==> config.mk <==
export PLATFORM = sky130hd
export DESIGN_NAME = phys_reg_free_list_flat
export DESIGN_NICKNAME = d
export VERILOG_FILES = /design/src/rtl/phys_reg_free_list_if.sv /design/src/rtl/phys_reg_free_list.sv /design/src/flat_wrapper.sv
export SDC_FILE = /design/constraint.sdc
export NUM_CORES = 1
export LEC_CHECK = 0
export CORE_MARGIN = 5
export CORE_UTILIZATION = 55
export CTS_CLUSTER_SIZE = 25
export DETAILED_ROUTE_END_ITERATION = 10
export PLACE_DENSITY = 0.77
export SKIP_LAST_GASP = 1
export SLEW_MARGIN = 20
export SYNTH_ARGS = -nofsm -noshare
export SYNTH_HDL_FRONTEND = slang
export SYNTH_HIERARCHICAL = 1
export SYNTH_SLANG_ARGS = --single-unit
==> constraint.sdc <==
create_clock -name clk -period 3.17 [get_ports clk]
set_input_delay 0.634 -clock clk [delete_from_list [all_inputs] [get_ports clk]]
set_output_delay 0.634 -clock clk [all_outputs]
set_load 0.05 [all_outputs]
==> src/rtl/phys_reg_free_list_if.sv <==
// Rename/commit port bundle of the physical register free list.
// The master side (rename + ROB commit) drives the requests; the slave side is the free list.
interface phys_reg_free_list_if #(
  parameter int DEPTH = 32
);
  localparam int CW = $clog2(DEPTH) + 1;

  logic          deq_req;
  logic          deq_valid;
  logic [7:0]    deq_reg;
  logic          enq_valid;
  logic [7:0]    enq_reg;
  logic [CW-1:0] count;
  logic          full;
  logic          overflow_err;
  logic          underflow_err;

  modport master (
    output deq_req, enq_valid, enq_reg,
    input  deq_valid, deq_reg, count, full, overflow_err, underflow_err
  );

  modport slave (
    input  deq_req, enq_valid, enq_reg,
    output deq_valid, deq_reg, count, full, overflow_err, underflow_err
  );
endinterface

==> src/rtl/phys_reg_free_list.sv <==
// Circular FIFO of free physical register IDs: ROB commit pushes retired IDs,
// rename pops one per destination. Show-ahead read, no enqueue-to-dequeue bypass.
module phys_reg_free_list_chk #(
  parameter int NUM_PREGS = 64,
  parameter int DEPTH     = 32
)(
  input logic                       clk,
  input logic                       rst_n,
  input logic                       enq_valid,
  input logic [7:0]                 enq_reg,
  input logic [$clog2(DEPTH):0]     count
);
  // Returned IDs must name a real physical register
  enq_range_a: assert property (@(posedge clk) disable iff (!rst_n)
    enq_valid |-> (enq_reg < 8'(NUM_PREGS)));

  // Occupancy can never exceed capacity
  count_bound_a: assert property (@(posedge clk) disable iff (!rst_n)
    count <= ($clog2(DEPTH) + 1)'(DEPTH));
endmodule

module phys_reg_free_list #(
  parameter int NUM_PREGS = 64,
  parameter int NUM_AREGS = 32,
  parameter int DEPTH     = NUM_PREGS - NUM_AREGS
)(
  input logic                 clk,
  input logic                 rst_n,
  phys_reg_free_list_if.slave fl
);
  localparam int PW = $clog2(DEPTH);
  localparam int CW = PW + 1;

  logic [7:0]    entry_r [DEPTH];
  logic [PW-1:0] head_r;
  logic [PW-1:0] tail_r;
  logic [CW-1:0] count_r;
  logic [CW-1:0] count_next_s;
  logic          full_r;
  logic          deq_valid_r;
  logic          overflow_r;
  logic          underflow_r;
  logic          pop_s;
  logic          udf_s;
  logic          enq_nz_s;
  logic          slot_s;
  logic          push_s;
  logic          ovf_s;

  // Decode push/pop legality and the next occupancy
  always_comb begin
    pop_s        = 1'b0;
    udf_s        = 1'b0;
    slot_s       = 1'b0;
    count_next_s = count_r;
    // p0 backs x0 and is never returned, so a zero ID is dropped silently
    enq_nz_s     = fl.enq_valid && (fl.enq_reg != 8'd0);
    if (deq_valid_r) begin
      pop_s = fl.deq_req;
      udf_s = 1'b0;
    end else begin
      pop_s = 1'b0;
      udf_s = fl.deq_req;
    end
    // When full, a same-cycle pop frees the head slot the push reuses
    if (full_r) begin
      slot_s = pop_s;
    end else begin
      slot_s = 1'b1;
    end
    push_s = enq_nz_s && slot_s;
    ovf_s  = enq_nz_s && !slot_s;
    case ({push_s, pop_s})
      2'b10:   count_next_s = count_r + CW'(1);
      2'b01:   count_next_s = count_r - CW'(1);
      default: count_next_s = count_r;
    endcase
  end

  // Pointers, occupancy, registered status flags and sticky errors
  always_ff @(posedge clk or negedge rst_n) begin
    if (!rst_n) begin
      head_r      <= PW'(0);
      tail_r      <= PW'(0);
      count_r     <= CW'(DEPTH);
      full_r      <= 1'b1;
      deq_valid_r <= 1'b1;
      overflow_r  <= 1'b0;
      underflow_r <= 1'b0;
    end else begin
      head_r      <= pop_s  ? head_r + PW'(1) : head_r;
      tail_r      <= push_s ? tail_r + PW'(1) : tail_r;
      count_r     <= count_next_s;
      full_r      <= (count_next_s == CW'(DEPTH));
      deq_valid_r <= (count_next_s != CW'(0));
      overflow_r  <= overflow_r | ovf_s;
      underflow_r <= underflow_r | udf_s;
    end
  end

  // Entry storage, preloaded with every ID above the identity-mapped ones
  always_ff @(posedge clk or negedge rst_n) begin
    if (!rst_n) begin
      for (int i = 0; i < DEPTH; i++) begin
        entry_r[i] <= 8'(NUM_AREGS + i);
      end
    end else if (push_s) begin
      entry_r[tail_r] <= fl.enq_reg;
    end
  end

  assign fl.deq_reg       = entry_r[head_r];
  assign fl.deq_valid     = deq_valid_r;
  assign fl.count         = count_r;
  assign fl.full          = full_r;
  assign fl.overflow_err  = overflow_r;
  assign fl.underflow_err = underflow_r;

  phys_reg_free_list_chk #(
    .NUM_PREGS (NUM_PREGS),
    .DEPTH     (DEPTH)
  ) u_chk (
    .clk       (clk),
    .rst_n     (rst_n),
    .enq_valid (fl.enq_valid),
    .enq_reg   (fl.enq_reg),
    .count     (count_r)
  );
endmodule

==> src/flat_wrapper.sv <==
// flat-port wrapper written by rule: the top's interface ports become plain ports
module phys_reg_free_list_flat 
#(
  parameter int NUM_PREGS = 64,
  parameter int NUM_AREGS = 32,
  parameter int DEPTH     = NUM_PREGS - NUM_AREGS
)
  (clk, rst_n, fl_deq_req, fl_enq_valid, fl_enq_reg, fl_deq_valid, fl_deq_reg, fl_count, fl_full, fl_overflow_err, fl_underflow_err);
  phys_reg_free_list_if #(.DEPTH(DEPTH)) fl_i ();
  input logic clk;
  input logic rst_n;
  input wire logic [$bits(fl_i.deq_req)-1:0] fl_deq_req;
  input wire logic [$bits(fl_i.enq_valid)-1:0] fl_enq_valid;
  input wire logic [$bits(fl_i.enq_reg)-1:0] fl_enq_reg;
  output wire logic [$bits(fl_i.deq_valid)-1:0] fl_deq_valid;
  output wire logic [$bits(fl_i.deq_reg)-1:0] fl_deq_reg;
  output wire logic [$bits(fl_i.count)-1:0] fl_count;
  output wire logic [$bits(fl_i.full)-1:0] fl_full;
  output wire logic [$bits(fl_i.overflow_err)-1:0] fl_overflow_err;
  output wire logic [$bits(fl_i.underflow_err)-1:0] fl_underflow_err;
  assign fl_i.deq_req = fl_deq_req;
  assign fl_i.enq_valid = fl_enq_valid;
  assign fl_i.enq_reg = fl_enq_reg;
  assign fl_deq_valid = fl_i.deq_valid;
  assign fl_deq_reg = fl_i.deq_reg;
  assign fl_count = fl_i.count;
  assign fl_full = fl_i.full;
  assign fl_overflow_err = fl_i.overflow_err;
  assign fl_underflow_err = fl_i.underflow_err;
  phys_reg_free_list #(.NUM_PREGS(NUM_PREGS), .NUM_AREGS(NUM_AREGS), .DEPTH(DEPTH)) u_core (.clk(clk), .rst_n(rst_n), .fl(fl_i));
endmodule
## After elaboration in Yosys (flattened, before gate mapping)

Index checks and enable logic that the tools add are counted.

- Logic and storage cells: 70
- Bits in registers: 276
- Bits of input ports: 12

- Bitwise operators: 4
- Multiplexer cells: 10
- Reductions and logical operators: 7
- Order comparisons: 3
- Equality and inequality tests: 3
- $add $sub $neg: 4

Operators by type and width:

| kind | number |
|---|---|
| $bwmux 256 | 1 |
| $bmux 8 s5 | 1 |
| $demux 8 s5 | 1 |
| $mux 8 | 3 |
| $ge 6x6->1 const B | 2 |
| $not 5->6 | 2 |
| $pmux 6 s2 | 1 |
| $add 5x1->5 const B | 2 |
| $reduce_bool 8->1 | 1 |
| $add 6x1->6 const B | 1 |
| $eq 6x6->1 const B | 1 |
| $lt 6x1->1 const B | 1 |
| $reduce_bool 6->1 | 1 |
| $sub 6x1->6 const B | 1 |
| $logic_and 1x1->1 | 4 |
| $mux 1 | 3 |
| $eq 2x1->1 const B | 1 |
| $eq 2x2->1 const B | 1 |
| $or 1x1->1 | 2 |
| $logic_not 1->1 | 1 |

## Depth between registers and ports, before layout

- Depth after elaboration: 6
- Gate-level depth with buffers: 12

## Worst setup path after synthesis

Ideal clock, no wire load.

- Path type: register to register
- Start: register u_core.deq_valid_r, in the netlist u_core/fl.deq_valid
- End: register u_core.deq_valid_r, in the netlist u_core/fl.deq_valid
- Cell stages (with the launch flop): 13
- Required time: 3076 ps
- Clock period less this slack: 3448 ps
- Data arrival time: 3354 ps
- Path slack: -278 ps
- Cells stage by stage: dfstp_2 -> nand2_1 -> a221oi_2 -> inv_1 -> ha_1 -> clkbuf_1 -> xor2_1 -> ha_1 -> a21oi_1 -> or4b_1 -> o31ai_1 -> xor2_1 -> or4b_1

- Word-level cells in the longest chain between the ends: 6
- Elaborated cells between the ends (all ways): 7
- Those cells by class: 2 x eq/ne; 3 x mux; 2 x reduce/logical

Ends and longest elaborated chain:

| item | RTL line | RTL |
|---|---|---|
| from (decl) | phys_reg_free_list.sv:40 | `logic deq_valid_r;` |
| from (signal assigned) | phys_reg_free_list.sv:95 | `deq_valid_r <= (count_next_s != CW'(0));` |
| $mux 1 * | phys_reg_free_list.sv:58 | `if (deq_valid_r) begin` |
| $mux 1 | phys_reg_free_list.sv:66 | `if (full_r) begin` |
| $logic_and 1x1->1 | phys_reg_free_list.sv:71 | `push_s = enq_nz_s && slot_s;` |
| $eq 2x1->1 / $eq 2x2->1 (equally long branches) | phys_reg_free_list.sv:73 | `case ({push_s, pop_s})` |
| $pmux 6 s2 * | phys_reg_free_list.sv:73 |  |
| via u_core.count_next_s[4] | phys_reg_free_list.sv:38 | `logic [CW-1:0] count_next_s;` |
| $reduce_bool 6->1 * | phys_reg_free_list.sv:95 |  |

The timed path passes the listed nets; every way through them passes the cells marked *.
A chain may end at the register's enable or synchronous reset.

## Final worst setup path

- Start: register u_core.head_r[0]
- End: output fl_deq_reg[3]

- Word-level cells in the longest chain between the ends: 4

Ends and longest elaborated chain:

| item | RTL line | RTL |
|---|---|---|
| from (decl) | phys_reg_free_list.sv:35 | `logic [PW-1:0] head_r;` |
| from (signal assigned) | phys_reg_free_list.sv:91 | `head_r <= pop_s ? head_r + PW'(1) : head_r;` |
| $not 5->6 (implied by the code) | phys_reg_free_list.sv:112 | `assign fl.deq_reg = entry_r[head_r];` |
| $bmux 8 s5 | phys_reg_free_list.sv:112 |  |
| $mux 8 (implied by the code) (2 in series) | phys_reg_free_list.sv:112 |  |
| to (decl) | flat_wrapper.sv:16 | `output wire logic [$bits(fl_i.deq_reg)-1:0] fl_deq_reg;` |

No other way between the ends. The select of a mux whose other input is x is not followed.

==> metrics <==
PwrDens=1070 mW/mm^2; final setup TNS=-2410 ps; Unique masters post-synth=46; vias=7,231; R2R Path Start=u_core/fl.deq_valid; Slew Viols, Final=0; most frequent cell after synthesis=mux2_1; overall die width=163 um; die area=0.0267 mm^2; routed wire length per instance=25.4 um; Gate Count Post-Synth=800; Buffers & Inverters on Critical Path=4; leakage power=6.64 nW; total chip power=16.1 mW; status=finished with violations; Post-Synthesis Net Count=820; Hold Slack=173 ps; Critical Path Stages=7; fin nets=872; Vert. Die Dim=163 um; number of flops mapped to enable cells by yosys=0; IO buf count=29; worst setup path class=register to primary output; Seq/Total Area, Yosys=between 50 and 60%; H-tree depth=1; Initial Util=55.5%; Slew @ Worst Pin=slightly below 900 ps; fmax=0.285 GHz; Site Rows=56; Hold WC Path Type=input port to asynchronous set/reset pin; CORE AREA=0.0233 mm^2; n_diodes=0; Reg2Reg Setup Slack=about 190 ps; FF-to-FF path depth=11; Sink Count=276; ys flop type=dfrtp_1; DRC violations left=0; crit path DAT=around 2900 ps; Critical Path End Type=primary output; MaxCap Viol Count=0; layout cell share with drive strength beyond 1=between 40% and 50%; cts hold-fix bufs=0; RSZ-0062 raised after global routing=true; Overflow after GRT=0; number of routed nets with antenna violations=0; vias in the first global route=8,083; initial antenna violation count=0; final hold viol count=0; first drt pass iteration count=4; Synth top area share=31.1%; DP HPWL=just under 20,000 um; 1st-iter DRT viols=between 400 and 500; #FFs+latches synth=276; Vias/cell=6.06; Crit path required time=around 2500 ps; worst r2r dst=u_core/fl.deq_valid; total CTS buffers=28; final setup margin=-333 ps; critical path, cell by cell=buf_12 -> buf_12 -> buf_16 -> mux4_2 -> mux4_2 -> mux2_4 -> buf_8; Layout Utilization=64.5%; Area growth syn-to-layout=16.2%; Final setup viols=8; most area-hungry cell type in the Yosys netlist=dfrtp_1; IO Count=30; Final Cycle Share=111%; total wire length=slightly above 30,000 um; slowest CP cell=mux4_2; first-pass GRT wire length=47,700 um; Synth Warn #=6; routability cong.=0.797; Filler cells=~1,600; pin count of the biggest net entering global routing=approximately 110; Clock Latency Late Sink=between 500 and 600 ps; failing checks=negative setup slack; Clock Path Buffers=3; worst clock skew=9.05 ps; ys async rst share=100%; Peak VDD IR=743 uV; crit path time final=3500 ps; Crit path max-delay family=multiplexers; syn_area_per_cell=approximately 16 um^2; root buf cell=clkbuf_16; largest stage delay on the critical path=roughly 500 ps; CTS tree=built; CP max FO=6; top cells by count, synth=256 x mux2_1, 161 x dfrtp_1, 115 x dfstp_2; clk slew on worst S/H paths=60 ps; Synth area leaders=dfrtp_1 31%, dfstp_2 23%, mux2_1 22%; Tot GR Track Use=23.5%; Critical Path Source Type=register; Synth Cell Area=between 0.01 and 0.015 mm^2; Worst slew margin=41.6%
[state kept, by name, indices dropped and copies added, names as in the netlist]
register and cells:
u_core/fl.overflow_err 1, u_core/head_r 5, u_core/fl.full 1, u_core/entry_r 256
u_core/fl.underflow_err 1, u_core/fl.deq_valid 1, u_core/fl.count 6, u_core/tail_r 5
[final cells by class]
class                      count  area, um^2  share of cell area [%]
sequential                   276        7060                    46.8
inverter                       8        30.0                   0.199
clock buffer                  39         833                    5.53
multi-input combinational    459        5710                    37.9
timing repair buffer          79         888                    5.90
clock inverter                13         143                   0.947
tap                          319         399                    2.65
[repair_timing]
action                                  CTS  global route
cloned                                    3             1
endpoints found under the setup margin    9            10
buffers inserted                          8             3
endpoints found under the hold margin     0             0
pin swaps                                 2             4
gates resized for setup                  28            12
[how the worst max path moves through the flow]
stage | startpoint | endpoint | slack, ps
6_report | u_core/head_r[0] | fl_deq_reg[3] | -330
5_1_grt | u_core/head_r[0] | fl_deq_reg[3] | -380
4_1_cts | u_core/head_r[0] | fl_deq_reg[5] | -390
3_5_place_dp | fl_enq_reg[4] | u_core/fl.deq_valid | -770
3_3_place_gp | fl_enq_reg[4] | u_core/fl.deq_valid | -620
2_1_floorplan | u_core/fl.deq_valid | u_core/fl.deq_valid | -110
[cells by family after synthesis]
family,after synthesis,synth area share (%)
muxes,347,37.1
DFF,276,54.4
and+or+nand+nor,77,3.70
buffers and inverters,65,2.32
AOI/OAI and AO/OA,14,0.830
xor gates and xnor gates,13,0.879
adders and majority gates,8,0.772
[per-stage QoR]
stage                     std cells  setup WS [ps]  area (um^2)
after floorplan                 800           -110        13000
after global placement         1128           -619        13800
after detailed placement       1128           -773        13800
after CTS                      1191           -387        15000
after global routing           1193           -376        15100
final                          1193           -333        15100
[power breakdown]
group / internal, mW / total (mW) / switching (mW)
combinational: 3.38 / 6.49 / 3.11
sequential: 5.33 / 6.23 / 0.905
clock: 2.07 / 3.41 / 1.34
[per-layer routing]
| metal | vias to the layer above | global-route usage [%] | share of wire (%) |
|---|---|---|---|
| met5 | - | 0 | 0 |
| met1 | 3927 | 32.3 | 41 |
| met4 | 0 | 5.64 | 2.3 |
| met2 | 189 | 38.8 | 50 |
| met3 | 42 | 5.17 | 6.3 |
| li1 | 3073 | - | - |
[cell usage in the layout, fill, tap and decap left out, types with 2 or more instances in the layout]
cell type	Yosys	final
mux2_1	256	256
dfrtp_1	161	159
dfstp_2	115	115
mux4_2	80	80
buf_4	4	35
nand2_2	32	32
clkbuf_16	0	30
clkdlybuf4s50_1	0	12
buf_12	0	12
clkinv_2	0	9
clkbuf_8	0	7
inv_1	8	7
xnor2_1	7	7
mux2_4	0	7
buf_8	0	6
nand2_1	7	6
ha_1	8	6
dlygate4sd2_1	0	5
xor2_1	6	5
nor2_1	5	5
nor3b_1	4	4
and2_1	4	4
clkbuf_1	43	3
bufinv_16	0	3
dlymetal6s2s_1	0	3
buf_6	5	3
nand3_1	3	3
nand4_1	3	3
mux2_2	10	3
nor3_1	2	2
a21oi_1	3	2
or4b_4	0	2
nor2b_1	2	2
a31oi_1	2	2
or3b_2	2	2
and3b_1	2	2
ha_2	0	2
(Power assumes the default switching activity.)
